File: src/rtl/score_hand.sv
// score_hand: Baccarat hand scorer (sum of three card values mod 10), one-cycle registered result.
// Optional macro SCORE_HAND_NATURAL_EN adds the registered 'natural' output.
`default_nettype none

module score_hand #(
  parameter int CARD_W = 4
) (
  input  logic              clk,
  input  logic              resetb,
  input  logic              in_valid,
  input  logic [CARD_W-1:0] card1,
  input  logic [CARD_W-1:0] card2,
  input  logic [CARD_W-1:0] card3,
  output logic [CARD_W-1:0] total,
  output logic              out_valid,
`ifdef SCORE_HAND_NATURAL_EN
  output logic              natural,
`endif
  output logic              card_err
);

  localparam int SUM_W = CARD_W + 1;

  logic [CARD_W-1:0] val1, val2, val3;
  logic [SUM_W-1:0]  raw_sum;
  logic [CARD_W-1:0] sum_mod;
  logic              any_illegal;

  // Court cards and the illegal codes 14/15 all score zero.
  function automatic logic [CARD_W-1:0] card_value(input logic [CARD_W-1:0] code);
    if (code >= CARD_W'(1) && code <= CARD_W'(9)) begin
      return code;
    end
    return '0;
  endfunction

  function automatic logic is_illegal(input logic [CARD_W-1:0] code);
    return (code >= CARD_W'(14));
  endfunction

  always_comb begin
    val1        = card_value(card1);
    val2        = card_value(card2);
    val3        = card_value(card3);
    raw_sum     = SUM_W'(val1) + SUM_W'(val2) + SUM_W'(val3);
    any_illegal = is_illegal(card1) | is_illegal(card2) | is_illegal(card3);
  end

  // Raw sum never exceeds 27, so one subtraction of 20 or 10 is enough.
  always_comb begin
    sum_mod = raw_sum[CARD_W-1:0];
    if (raw_sum >= SUM_W'(20)) begin
      sum_mod = CARD_W'(raw_sum - SUM_W'(20));
    end else if (raw_sum >= SUM_W'(10)) begin
      sum_mod = CARD_W'(raw_sum - SUM_W'(10));
    end
  end

`ifdef SCORE_HAND_NATURAL_EN
  logic natural_next;

  always_comb begin
    natural_next = (card3 == '0) && (card1 != '0) && (card2 != '0) &&
                   (sum_mod >= CARD_W'(8));
  end
`endif

  always_ff @(posedge clk) begin
    if (!resetb) begin
      total     <= '0;
      out_valid <= 1'b0;
      card_err  <= 1'b0;
`ifdef SCORE_HAND_NATURAL_EN
      natural   <= 1'b0;
`endif
    end else begin
      out_valid <= in_valid;
      if (in_valid) begin
        total    <= sum_mod;
        card_err <= any_illegal;
`ifdef SCORE_HAND_NATURAL_EN
        natural  <= natural_next;
`endif
      end
    end
  end

endmodule

`default_nettype wire

File: config.mk
export PLATFORM = sky130hd
export DESIGN_NAME = score_hand
export DESIGN_NICKNAME = d
export VERILOG_FILES = /design/src/rtl/score_hand.sv
export SDC_FILE = /design/constraint.sdc
export NUM_CORES = 1
export LEC_CHECK = 0
export ABC_CLOCK_PERIOD_IN_PS = 4250
export CAP_MARGIN = 20
export CORE_MARGIN = 2
export CORE_UTILIZATION = 45
export DETAILED_ROUTE_END_ITERATION = 6
export GPL_TIMING_DRIVEN = 1
export PLACE_DENSITY = 0.78
export SLEW_MARGIN = 20
export SYNTH_ARGS = -nofsm -noshare
export SYNTH_HDL_FRONTEND = slang
export SYNTH_SLANG_ARGS = --single-unit
File: constraint.sdc
create_clock -name clk -period 4.25 [get_ports clk]
set_clock_uncertainty 0.2 [all_clocks]
set_input_delay 0.85 -clock clk [delete_from_list [all_inputs] [get_ports clk]]
set_output_delay 0.85 -clock clk [all_outputs]
set_load 0.02 [all_outputs]
## Word level (Yosys, flattened, before mapping)

Cells that the tools add are included.

- Flip-flop bits (word level): 6
- Input bits: 15
- Output and inout port bits: 6
- Logic and storage cells: 34

- Add/subtract/negate cells: 4
- Order comparisons: 11
- Mux-type cells: 11
- Bitwise gates (word level): 2
- Reduce and logical (&&, ||, !) cells: 3

Operators by type and width:

| operator | number |
|---|---|
| 2-to-1 mux 4 bit | 8 |
| greater-or-equal comparator 4 x 1 -> 1 bit (second input constant) | 3 |
| greater-or-equal comparator 4 bit (second input constant) | 3 |
| less-or-equal comparator 4 bit (second input constant) | 3 |
| adder 4 x 4 -> 5 bit | 1 |
| adder 5 x 4 -> 5 bit | 1 |
| greater-or-equal comparator 5 x 4 -> 1 bit (second input constant) | 1 |
| greater-or-equal comparator 5 bit (second input constant) | 1 |
| subtractor 4 x 3 -> 4 bit (second input constant) | 1 |
| subtractor 4 bit (second input constant) | 1 |
| logical AND 1 bit | 3 |
| 2-to-1 mux 1 bit | 3 |
| OR 1 bit | 2 |

## Depth between registers and ports, before layout

- Word-level depth: 9
- Gate-level depth with buffers: 13
- Mapped depth without buffers: 13

## Least setup slack after synthesis

Ideal clock, no wire load.

- Kind: input to register
- From: input port card1[1]
- To: register total[3]
- Setup time: 0.137 ns
- Arrival time: 3.235 ns
- Required time: 3.913 ns
- Slack: 0.677 ns
- Stages on the path: 13
- Path buffers: 0
- Cells stage by stage: o21ai_0 and2_1 fa_1 ha_1 fa_1 xor2_2 inv_2 ha_1 nor3b_1 nor3_1 nor2b_1 o21ai_0 a31oi_1

- Longest elaborated chain between the ends: 9
- Elaborated cells between the ends (all ways): 14
- Those cells by class: add/sub (4); order compare (4); mux (5); reduce/logical (1)

Ends and longest elaborated chain:

| item | line | text |
|---|---|---|
| from (decl) | 11 | `input logic [CARD_W-1:0] card1,` |
| greater-or-equal comparator 4 x 1 -> 1 bit or less-or-equal comparator 4 bit (tied branches) | 31 | `if (code >= CARD_W'(1) && code <= CARD_W'(9)) begin` |
| logical AND 1 bit | 31 |  |
| 2-to-1 mux 1 bit | 31 |  |
| 2-to-1 mux 4 bit (*) | 34 | `return '0;` |
| adder 4 x 4 -> 5 bit (*) | 45 | `raw_sum = SUM_W'(val1) + SUM_W'(val2) + SUM_W'(val3);` |
| adder 5 x 4 -> 5 bit (*) | 45 |  |
| subtractor 4 bit or greater-or-equal comparator 5 x 4 -> 1 bit (tied branches) | 55, 54 |  |
| 2-to-1 mux 4 bit | 54 | `end else if (raw_sum >= SUM_W'(10)) begin` |
| 2-to-1 mux 4 bit (*) | 52 | `if (raw_sum >= SUM_W'(20)) begin` |
| to (signal assigned) | 79 | `total <= sum_mod;` |
| to (decl) | 14 | `output logic [CARD_W-1:0] total,` |

Every way passes the cells marked *; elsewhere a longest branch is shown, timed or not. The select of a mux whose other input is x is not followed.
A chain may end at the register's enable or synchronous reset.

## Worst setup path after layout

- From: input port card1[3]
- To: register total[3]

Same word-level chain as after synthesis.

==> results_dict.tcl <==
set metrics [dict create \
    outcome "finished clean" \
    crit_arrival_ns 3.98 \
    gp_congestion 0.846 \
    synth_top_family_by_area "adder cells" \
    nets 136 \
    drive_gt1_share_pct 15.7 \
    synth_seq_area_share_pct 18.3 \
    syn_area_um2 658 \
    stdcell_count 123 \
    drv_slew 0 \
    r2r_start "total[1]" \
    synth-adder-area-share_pct 26.6 \
    period_needed_ns 4.07 \
    pwr-share-seq_pct 22.8 \
    dieArea_um2 1780 \
    chipHeight_um 42.2 \
    netlist_instances 76 \
    numClockSinks 6 \
    crit_type "primary input to flop" \
    path_cells "clkdlybuf4s50_1, o21ai_0, and2_1, fa_1, ha_1, fa_1, xor2_2, inv_2, ha_1, nor3b_2, nor3_1, nor2b_1, o21ai_0, a31oi_1" \
    die_w_um 42.2 \
    routedWlPerCell_um 11.5 \
    period_share_pct 95.9 \
    cp-start-kind "primary input" \
    yosys_register_bits 6 \
    drt-vias-per-instance 5.28 \
    path_max_fanout 4 \
    synth_xor_area_share_pct 5.13 \
    p_comb_share_pct 60.1 \
    gr-usage-met3_pct 6.47 \
    place_inst 120 \
    cts_max_path_buffers 2 \
    synth-simple-area-share_pct 26.0 \
    core_um2 1330 \
    start_util_pct 49.3 \
    row_count 13 \
    synth_fp_nets 102 \
    vias 650 \
    busiest_layer "met2" \
    drc_errors 0 \
    cts_tree "yes" \
    clkLatencyLatePin_ns 0.24 \
    min_path_type "flop to flop" \
    power.density_nw_per_um2 300 \
    min_from "card_err" \
    diodes 0 \
    critPathLaunch "card1[3]" \
    p_leak_nw 0.421 \
    io_pins 21 \
    use_met2_pct 32.9 \
    finalSetupViolCount 0 \
    slowest_stage "clkdlybuf4s50_1" \
    cts_buffers 3 \
    htree_levels 1 \
    grt_antenna_before_repair 0 \
    irDropWorstVdd_uv 185 \
    first_global_vias 623 \
    power.switching_mw 0.105 \
    fin_area_um2 976 \
    dr.first_iter.drc_count 10 \
    placed_cell_area_um2 948 \
    rsz0062_at_grt "no" \
    cts.clk_slew.worst_paths_ns 0.04 \
    drv_cap 0 \
    tightestPinTransition_ns 0.389 \
    root_buffer "clkbuf_4" \
    clkPwrFrac_pct 17.2 \
    port_buffers 20 \
    ys_types 31 \
    use_met1_pct 21.7 \
    grt_util_all_layers_pct 18.6 \
    max_stage_delay_ns 0.51 \
    ant_nets 0 \
    syn_to_final_growth_pct 48.3 \
    path_buf_inv 2 \
    drt-total-wl_um 1420 \
    max_clock_freq_mhz 245 \
    avgSynthCellArea_um2 8.66 \
    required_ns 4.15 \
    drtPass1Iterations 4 \
    cp_top_family "adder cells" \
    synth_compound_area_share_pct 19.0 \
    overflow 0 \
    switching_share_pct 35.9 \
    dp_hpwl_um 1250 \
    slew-limit-headroom_pct 74.0 \
    intPower_mw 0.188 \
    synth_mux_area_share_pct 1.52 \
    grt_pass1_wl_um 2500 \
    cp-end-kind "flop" \
    grt_max_degree 13 \
    postCtsSetupRepairBufs 0 \
    yosys_warnings 0 \
    hold_viol_final 0 \
]
==> cell usage after synthesis <==
master	count	area (um2)
nor2b_1	9	56.3
dfxtp_1	6	120
ha_1	6	75.1
o21ai_0	6	30.0
fa_1	5	100
a21oi_1	4	20.0
inv_1	4	15.0
nand3_1	4	20.0
nor3b_1	4	30.0
a31oi_1	3	18.8
and2_1	3	18.8
nand2_1	2	7.51
nor2_1	2	7.51
a211oi_1	1	7.51
a21o_1	1	7.51
a21oi_2	1	8.76
and3_1	1	6.26
clkbuf_1	1	3.75
inv_2	1	3.75
mux2i_1	1	10.0
nand2b_1	1	6.26
nand3b_1	1	7.51
nor3_1	1	5.00
nor4_1	1	6.26
o211ai_1	1	7.51
o21a_1	1	7.51
o31a_1	1	8.76
o41ai_1	1	8.76
xnor2_1	1	8.76
xor2_1	1	8.76
xor2_2	1	16.3
==> kinds of logic after synthesis <==
group	after synthesis
simple gates	29
compound gates	20
fa+ha+maj	11
mux	1
flops	6
buf+inv	6
xor+xnor	3
==> routing by layer <==
layer,wire (um),up-vias
li1,-,336
met1,619,296
met2,734,18
met3,60,0
met4,0,0
met5,0,-
==> final timing paths <==
kind | end | slack [ns] | depth (start not counted)
worst max-delay path | total[3] | 0.18 | 14
worst min-delay path | card_err | 0.33 | 2
worst max register to register | total[1] | 3.22 | 2
worst min register to register | card_err | 0.33 | 2
==> timing repair <==
action	in CTS	in global routing
hold buffers	0	0
gates resized for setup	0	1
endpoints found under the setup margin	0	1
==> layout by cell type, fill, tap and decap left out, types with 2 or more instances in the layout <==
cell type,count
ha_1,6
a31oi_1,3
nand2_1,2
inv_1,4
clkdlybuf4s50_1,20
a21oi_1,4
buf_4,10
nor2b_1,9
nand3_1,4
nor3b_1,3
clkbuf_4,3
o21ai_0,6
fa_1,5
and2_1,3
dfxtp_1,6
nor2_1,2
==> registers in the layout (all words and copies together), names as in the netlist <==
register / flops
card_err: 1
out_valid: 1
total: 4
==> layout make-up <==
type / count / area [um2]
fill: 115 / 358
multi-input combinational: 64 / 520
tap: 15 / 18.8
timing repair buffer: 30 / 275
clock buffer: 3 / 22.5
sequential: 6 / 120
inverter: 5 / 18.8
==> metrics by stage <==
| stage | hold slack, ns | power [mW] | TNS, ns | setup WS [ns] | utilization, % |
|---|---|---|---|---|---|
| 4_1_cts | 0.337 | 0.296 | 0 | 0.123 | 72.8 |
| 3_5_place_dp | 0.327 | 0.243 | -0.228 | -0.122 | 71.1 |
| 6_report | 0.334 | 0.293 | 0 | 0.176 | 73.2 |
| 3_3_place_gp | 0.303 | 0.238 | -0.0308 | -0.0197 | 71.1 |
| 5_1_grt | 0.376 | 0.325 | 0 | 0.0310 | 73.2 |
| 2_1_floorplan | 0.390 | 0.168 | 0 | 0.677 | - |
==> power by group through the flow <==
| stage | combinational (mW) | sequential [mW] | clock [mW] |
|---|---|---|---|
| after floorplan | 0.0911 | 0.0770 | 0 |
| after CTS | 0.176 | 0.0667 | 0.0535 |
| after global routing | 0.198 | 0.0677 | 0.0601 |
| after global placement | 0.171 | 0.0676 | 0 |
| final | 0.176 | 0.0668 | 0.0503 |
| after detailed placement | 0.176 | 0.0677 | 0 |
==> worst min-delay path: stages, from the launching register on <==
cell and delay, ns:
dfxtp_1 0.30, o21ai_0 0.14, a31oi_1 0.05
Power figures use the tool's default switching activity.
